### src/rtl/interrupt_distributor.sv
// ----------------------------------------------------------------------------
// interrupt_distributor
//   Per-core interrupt distributor. Latches interrupt sources (level or rising
//   edge), routes each eligible source to exactly one hardware thread whose
//   routing mask enables it (round-robin across threads), and tracks a
//   claim/complete handshake so a source is never delivered twice while it is
//   in service.
//
//   Ports
//     clk, reset_n        core clock, asynchronous active-low reset
//     interrupt_req       raw interrupt lines (synchronous to clk)
//     trigger_type        per source: 1 = level, 0 = rising edge
//     cfg_write_en/...    routing mask write (cfg_thread, cfg_mask)
//     claim_en/...        claim request from claim_thread
//     claim_resp_*        registered claim response, one-cycle strobe
//     complete_en/...     end of service for complete_id
//     irq_pending         bit t set while any source is routed to thread t
//
//   Level requests are sampled through req_prev_q, so a level source and an
//   edge source both become routable one edge after the request is sampled.
// ----------------------------------------------------------------------------
module interrupt_distributor #(
    parameter int unsigned NUM_INTERRUPTS = 16,
    parameter int unsigned NUM_THREADS    = 4,
    parameter int unsigned ID_WIDTH       = $clog2(NUM_INTERRUPTS),
    parameter int unsigned TID_WIDTH      = $clog2(NUM_THREADS)
) (
    input  logic                      clk,
    input  logic                      reset_n,
    input  logic [NUM_INTERRUPTS-1:0] interrupt_req,
    input  logic [NUM_INTERRUPTS-1:0] trigger_type,
    input  logic                      cfg_write_en,
    input  logic [TID_WIDTH-1:0]      cfg_thread,
    input  logic [NUM_INTERRUPTS-1:0] cfg_mask,
    input  logic                      claim_en,
    input  logic [TID_WIDTH-1:0]      claim_thread,
    output logic                      claim_resp_valid,
    output logic                      claim_resp_none,
    output logic [ID_WIDTH-1:0]       claim_resp_id,
    input  logic                      complete_en,
    input  logic [ID_WIDTH-1:0]       complete_id,
    output logic [NUM_THREADS-1:0]    irq_pending
);

    typedef enum logic [1:0] {
        SRC_IDLE   = 2'd0,
        SRC_ROUTED = 2'd1,
        SRC_ACTIVE = 2'd2
    } src_state_e;

    // ------------------------------------------------------------------
    // State
    // ------------------------------------------------------------------
    logic [NUM_INTERRUPTS-1:0] req_prev_q, req_prev_d;
    logic [NUM_INTERRUPTS-1:0] latch_q,    latch_d;
    logic [NUM_INTERRUPTS-1:0] mask_q  [NUM_THREADS];
    logic [NUM_INTERRUPTS-1:0] mask_d  [NUM_THREADS];
    src_state_e                state_q [NUM_INTERRUPTS];
    src_state_e                state_d [NUM_INTERRUPTS];
    logic [TID_WIDTH-1:0]      owner_q [NUM_INTERRUPTS];
    logic [TID_WIDTH-1:0]      owner_d [NUM_INTERRUPTS];
    logic [TID_WIDTH-1:0]      rr_ptr_q, rr_ptr_d;

    logic                      claim_resp_valid_q, claim_resp_valid_d;
    logic                      claim_resp_none_q,  claim_resp_none_d;
    logic [ID_WIDTH-1:0]       claim_resp_id_q,    claim_resp_id_d;
    logic [NUM_THREADS-1:0]    irq_pending_q,      irq_pending_d;

    // ------------------------------------------------------------------
    // Combinational helpers
    // ------------------------------------------------------------------
    logic [NUM_INTERRUPTS-1:0] edge_det;
    logic [NUM_INTERRUPTS-1:0] pending;
    logic [NUM_INTERRUPTS-1:0] any_mask;

    logic                      route_found;
    logic [ID_WIDTH-1:0]       route_id;
    logic                      owner_found;
    logic [TID_WIDTH-1:0]      route_owner;
    logic [TID_WIDTH-1:0]      scan_tid;

    logic                      claim_hit;
    logic [ID_WIDTH-1:0]       claim_id;

    // Source qualification: edge detect, per-source pending, routability.
    always_comb begin
        edge_det = interrupt_req & ~req_prev_q;
        pending  = (trigger_type & req_prev_q) | (~trigger_type & latch_q);
        any_mask = '0;
        for (int unsigned t = 0; t < NUM_THREADS; t++) begin
            any_mask = any_mask | mask_q[TID_WIDTH'(t)];
        end
    end

    // Pick the lowest-index routable source and its round-robin owner.
    always_comb begin
        route_found = 1'b0;
        route_id    = '0;
        for (int unsigned i = 0; i < NUM_INTERRUPTS; i++) begin
            if (!route_found && (state_q[ID_WIDTH'(i)] == SRC_IDLE) &&
                pending[ID_WIDTH'(i)] && any_mask[ID_WIDTH'(i)]) begin
                route_found = 1'b1;
                route_id    = ID_WIDTH'(i);
            end
        end

        owner_found = 1'b0;
        route_owner = '0;
        scan_tid    = '0;
        for (int unsigned k = 0; k < NUM_THREADS; k++) begin
            scan_tid = TID_WIDTH'((32'(rr_ptr_q) + k) % NUM_THREADS);
            if (!owner_found && mask_q[scan_tid][route_id]) begin
                owner_found = 1'b1;
                route_owner = scan_tid;
            end
        end
    end

    // Claim selects the lowest-index source routed to the claimer.
    always_comb begin
        claim_hit = 1'b0;
        claim_id  = '0;
        for (int unsigned i = 0; i < NUM_INTERRUPTS; i++) begin
            if (claim_en && !claim_hit &&
                (state_q[ID_WIDTH'(i)] == SRC_ROUTED) &&
                (owner_q[ID_WIDTH'(i)] == claim_thread)) begin
                claim_hit = 1'b1;
                claim_id  = ID_WIDTH'(i);
            end
        end
    end

    // ------------------------------------------------------------------
    // Next-state and registered outputs
    // ------------------------------------------------------------------
    always_comb begin
        req_prev_d         = interrupt_req;
        latch_d            = latch_q;
        mask_d             = mask_q;
        state_d            = state_q;
        owner_d            = owner_q;
        rr_ptr_d           = rr_ptr_q;
        claim_resp_valid_d = claim_en;
        claim_resp_none_d  = claim_en && !claim_hit;
        claim_resp_id_d    = claim_hit ? claim_id : '0;
        irq_pending_d      = '0;

        // Claim clears the latch; a simultaneous new edge keeps it set.
        if (claim_hit) begin
            latch_d[claim_id] = 1'b0;
        end
        latch_d = latch_d | edge_det;

        // Routing above already used the old mask.
        if (cfg_write_en) begin
            mask_d[cfg_thread] = cfg_mask;
        end

        if (route_found) begin
            rr_ptr_d = TID_WIDTH'((32'(route_owner) + 32'd1) % NUM_THREADS);
        end

        for (int unsigned i = 0; i < NUM_INTERRUPTS; i++) begin
            unique case (state_q[ID_WIDTH'(i)])
                SRC_IDLE: begin
                    if (route_found && (route_id == ID_WIDTH'(i))) begin
                        state_d[ID_WIDTH'(i)] = SRC_ROUTED;
                        owner_d[ID_WIDTH'(i)] = route_owner;
                    end
                end
                SRC_ROUTED: begin
                    // A claim beats a simultaneous mask withdrawal.
                    if (claim_hit && (claim_id == ID_WIDTH'(i))) begin
                        state_d[ID_WIDTH'(i)] = SRC_ACTIVE;
                    end else if ((cfg_write_en &&
                                  (cfg_thread == owner_q[ID_WIDTH'(i)]) &&
                                  !cfg_mask[ID_WIDTH'(i)]) ||
                                 (trigger_type[ID_WIDTH'(i)] &&
                                  !req_prev_q[ID_WIDTH'(i)])) begin
                        state_d[ID_WIDTH'(i)] = SRC_IDLE;
                    end
                end
                SRC_ACTIVE: begin
                    if (complete_en && (complete_id == ID_WIDTH'(i))) begin
                        state_d[ID_WIDTH'(i)] = SRC_IDLE;
                    end
                end
                default: begin
                    state_d[ID_WIDTH'(i)] = SRC_IDLE;
                end
            endcase
        end

        // Pending bitmap tracks the state registers as they will be after this edge.
        for (int unsigned i = 0; i < NUM_INTERRUPTS; i++) begin
            if (state_d[ID_WIDTH'(i)] == SRC_ROUTED) begin
                irq_pending_d[owner_d[ID_WIDTH'(i)]] = 1'b1;
            end
        end
    end

    // State register.
    always_ff @(posedge clk or negedge reset_n) begin
        if (!reset_n) begin
            req_prev_q         <= '0;
            latch_q            <= '0;
            rr_ptr_q           <= '0;
            claim_resp_valid_q <= 1'b0;
            claim_resp_none_q  <= 1'b0;
            claim_resp_id_q    <= '0;
            irq_pending_q      <= '0;
            for (int unsigned t = 0; t < NUM_THREADS; t++) begin
                mask_q[TID_WIDTH'(t)] <= '0;
            end
            for (int unsigned i = 0; i < NUM_INTERRUPTS; i++) begin
                state_q[ID_WIDTH'(i)] <= SRC_IDLE;
                owner_q[ID_WIDTH'(i)] <= '0;
            end
        end else begin
            req_prev_q         <= req_prev_d;
            latch_q            <= latch_d;
            rr_ptr_q           <= rr_ptr_d;
            claim_resp_valid_q <= claim_resp_valid_d;
            claim_resp_none_q  <= claim_resp_none_d;
            claim_resp_id_q    <= claim_resp_id_d;
            irq_pending_q      <= irq_pending_d;
            mask_q             <= mask_d;
            state_q            <= state_d;
            owner_q            <= owner_d;
        end
    end

    assign claim_resp_valid = claim_resp_valid_q;
    assign claim_resp_none  = claim_resp_none_q;
    assign claim_resp_id    = claim_resp_id_q;
    assign irq_pending      = irq_pending_q;

endmodule

### config.mk
export PLATFORM = sky130hd
export DESIGN_NAME = interrupt_distributor
export DESIGN_NICKNAME = d
export VERILOG_FILES = /design/src/rtl/interrupt_distributor.sv
export SDC_FILE = /design/constraint.sdc
export NUM_CORES = 1
export LEC_CHECK = 0
export ABC_AREA = 1
export CAP_MARGIN = 30
export CORE_UTILIZATION = 30
export CTS_CLUSTER_DIAMETER = 150
export DETAILED_ROUTE_END_ITERATION = 10
export PLACE_DENSITY = 0.47
export SLEW_MARGIN = 20
export SYNTH_ARGS = -nofsm -noshare
export SYNTH_HDL_FRONTEND = slang
export SYNTH_SLANG_ARGS = --single-unit
### constraint.sdc
create_clock -name clk -period 9.4 [get_ports clk]
set_input_delay 1.88 -clock clk [delete_from_list [all_inputs] [get_ports clk]]
set_output_delay 1.88 -clock clk [all_outputs]
set_load 0.005 [all_outputs]
## After elaboration in Yosys (flattened, before gate mapping)

Index checks and enable logic that the tools add are counted.

- $add $sub $neg: 4
- Order comparisons: 41
- Equal/unequal tests: 125
- Mux-type cells: 256
- Bitwise gates (word level): 32
- Reduce and logical (&&, ||, !) cells: 313

Operators with widths:

| cell | number |
|---|---|
| logical AND 1 bit | 212 |
| two-way mux 2 bit | 100 |
| two-way mux 4 bit | 45 |
| two-way mux 16 bit | 10 |
| binary-select mux 16 bit (select 2 bit) | 4 |
| == test 4 bit, second input constant | 24 |
| one-hot mux 2 bit (3 select lines) | 16 |
| bitwise OR 16 bit | 5 |
| logical NOT 1 bit | 66 |
| AND 16 bit | 4 |
| bitwise mux 64 bit | 1 |
| == test 2 x 1 -> 1 bit, second input constant | 32 |
| == test 2 bit | 32 |
| bitwise OR 4 bit | 15 |
| two-way mux 1 bit | 58 |
| == test 4 x 3 -> 1 bit, second input constant | 12 |
| < comparator 2 x 3 -> 1 bit, second input constant | 16 |
| inverter 16 bit | 3 |
| demux 1 bit (select 2 bit) | 16 |
| demux 16 bit (select 2 bit) | 1 |
| == test 2 bit, second input constant | 16 |
| greater-or-equal comparator 2 x 1 -> 1 bit, second input constant | 16 |
| logical NOT 2 bit | 16 |
| == test 4 x 2 -> 1 bit, second input constant | 6 |
| other kinds (12) | 45 |

- Register bits after elaboration: 172
- Bits of input ports: 61
- Logic and storage cells: 814

## Longest topological paths before layout

- Depth in word-level cells: 130
- Gate-level depth with buffers: 38
- Gate-level depth less buffers: 37

## Worst setup path after synthesis

OpenSTA, ideal clock, no wires.

- Path kind: input to register
- Start point: in claim_thread[0]
- End point: reg irq_pending_q[0], in the netlist irq_pending[0]
- Setup time: 0.125 ns
- Arrival time: 4.658 ns
- Required time: 9.275 ns
- Setup slack: 4.616 ns
- Cell stages on the path: 26
- Buffers on the path: 1
- Cells stage by stage: buf_4 -> xnor2_1 -> nand3_2 -> nand3_2 -> nand2_1 -> nor4_2 -> nor2_1 -> nand2_1 -> nor2_1 -> nor2_1 -> nand3_1 -> nor2_1 -> nand2_1 -> nor2_2 -> nand3_1 -> nor2_2 -> inv_1 -> or2_1 -> a21oi_1 -> inv_1 -> nand3_1 -> nor2_1 -> nor2_1 -> nand2_1 -> nor2_1 -> nand3_1

RTL lines:

| what | line | text |
|---|---|---|
| start, declared | 36 | `input logic [TID_WIDTH-1:0] claim_thread,` |
| end signal, assigned | 226 | `irq_pending_q <= irq_pending_d;` |
| end, declared | 67 | `logic [NUM_THREADS-1:0] irq_pending_q, irq_pending_d;` |

==> results.toml <==
[status]
status = "completed"

[finish]
layout_common_cells = "nand2_1 (521), o21ai_0 (245), inv_1 (221)"
fin_cells = 2272
fin_area_sq_um = 13100
final_common_cell = "nand2_1"
area_growth_pct = 15.2
post-route-util_pct = 35.4
n_antenna_cell = 0
drive_above_1_share_pct = 5.94
nNetsFinal = 1817

[detailed_routing]
viasPerCell = 4.94
firstDrtPassIters = 6
routed_wirelength_microns = 39100
drc = 0
wl_per_cell_microns = 17.2
ant_nets = 0
drt_iter0_drc = 769
vias = 11200

[power_and_ir_drop]
power.density_nw_per_um2 = 335
power.leakage_nw = 6.47
clock_power_share_pct = 16.7
p_seq_share_pct = 25.5
vdd_drop_max_mv = 0.303
switchingPower_mw = 2.26
switching_share_pct = 51.6
internal-power_mw = 2.12
combPwrFrac_pct = 57.8

[timing]
max_freq_mhz = 151
finalSetupTns_ns = 0
relSlewSlack_pct = 40.9
fin_crit_ns = 6.64
rsz0062_at_grt = "false"
setup_slack_ns = 2.76
setup_violations = 0
slew_violations = 0
worst_clock_skew_ns = 0.0120
tightest_slew_ns = 0.885
hold_viol_final = 0
post-route-period-util_pct = 70.6

[grt]
grt_pass1_vias = 10500
grt_pass1_wl_microns = 60200
grt_max_degree = 133
gr-total-overflow = 0
grtUsageTotal_pct = 20.6
antenna_found_initial = 0

[synth]
synth_top_cell_area_share_pct = 37.9
yosys.area.top_type = "dfrtp_1"
synthFlopType = "dfrtp_1"
syn_area_per_cell_sq_um = 6.59
syn-cell-area_sq_um = 11300
yosysUniqueCellTypes = 51
netlist_instances = 1721
syn_nets = 1782
synth-edff-count = 0
synth-seq-cells = 172
synthArstFlopShare_pct = 100
synth_top_cells_by_area = "dfrtp_1 (38%), nand2_1 (17%), o21ai_0 (11%)"
ys_warn_count = 0
synth.yosys.seq_area_share_pct = 37.9

[setup_path]
crit_path_end = "irq_pending[0]"
critPathKind = "in2reg"
crit_fanout = 33
reg2reg_from = "mask_q[3]"
r2r_setup_slack_ns = 4.19
cp.depth = 31
rr_worst_depth = 29
cpMostUsedCell = "nand2_1"
start_kind = "input pin"
path_buf_inv = 5
crit_family = "simple AND/OR/NAND/NOR gates"
rr_endpoint = "irq_pending[0]"
critPathLaunch = "trigger_type[0]"
arrival_ns = 7.02
end_kind = "flip-flop"
cp.required_ns = 9.78
cpPeakStageDelay_ns = 0.49
crit_slowest_cell = "clkdlybuf4s50_1"

[cts]
clk_pin_slew_worst_paths_ns = 0.07
cts_made_buffers = 17
clock_latency_ns = 0.45
clk_path_buf_depth = 2
cts-root-buf = "clkbuf_16"
cts_setup_buffers = 0
cts_resized = 0
htree_levels = 4
hold_buffers = 0
cts_tree = "built"
cts.sinks = 172

[hold_path]
min_path_type = "reg2reg"

[place]
gp_congestion = 0.905
dp_slack_ns = 2.36
io_buffers = 70
place_area_sq_um = 12400
dp_cells = 2239
hpwl_microns = 29100

[die]
row_count = 70
boundaryPins = 71
start_util_pct = 30.8
dieArea_sq_um = 38600
die_width_microns = 196
die-height_microns = 196
core_area_sq_um = 36900

[job]
cap_violations = 0
-- per-layer routing --
layer	share of wire, %	vias up	global-route usage, %	wire [microns]
li1	-	5630	-	-
met1	46	5299	27.1	18100
met2	47	259	34.3	18400
met3	3.6	44	2.91	1410
met4	3.1	0	7.20	1190
met5	0	-	0	0
-- kinds of logic (layout without fill, tap and decap cells) --
group,Yosys count,in the layout,synth area share [%]
buf+inv,303,350,10.9
xor+xnor,13,13,1.00
flops,172,172,37.9
simple gates,889,889,33.4
compound gates,344,344,16.8
-- flip-flops by register name (all words and copies together), names as in the netlist --
register          cells
mask_q               64
rr_ptr_q              2
claim_resp_valid      1
state_q              32
owner_q              32
claim_resp_none       1
latch_q              16
claim_resp_id         4
irq_pending           4
req_prev_q           16
-- power by group through the flow --
stage / Clock [mW] / Sequential [mW] / Combinational [mW]
finish: 0.734 / 1.12 / 2.53
global route: 0.779 / 1.14 / 2.88
CTS: 0.756 / 1.15 / 2.49
floorplan: 0 / 1.05 / 1.99
detailed placement: 0 / 1.16 / 2.48
global placement: 0 / 1.16 / 2.48
-- how the worst min path moves through the flow --
stage,start,endpoint,cells after the start
finish,state_q[10],state_q[11],1
global route,req_prev_q[11],latch_q[11],1
CTS,req_prev_q[9],latch_q[9],1
detailed placement,req_prev_q[9],latch_q[9],1
global placement,state_q[10],state_q[11],1
floorplan,req_prev_q[7],latch_q[7],1
-- layout make-up --
cell class	instances	area [sq um]
Inverter	233	875
Timing Repair Buffer	86	855
Tap cell	504	631
Fill cell	3967	23800
Clock buffer	20	457
Clock inverter	11	135
Sequential cell	172	4310
Multi-Input combinational cell	1246	5810
-- Yosys cell counts, drive strengths merged (5+ instances only) --
library cell	n
nand2	531
o21ai	253
inv	231
dfrtp	172
nor2	161
nand3	126
clkbuf	49
a21oi	38
nand4	23
buf	21
nor4	21
nor3	16
a2111oi	15
o22ai	13
xnor2	10
or2	7
o31ai	5
-- metrics by stage --
step,hold slack (ns),power [mW]
2_1_floorplan,0.427,3.04
3_3_place_gp,0.444,3.64
3_5_place_dp,0.451,3.64
4_1_cts,0.462,4.40
5_1_grt,0.484,4.80
6_report,0.458,4.38
Power figures use the tool's default switching activity.
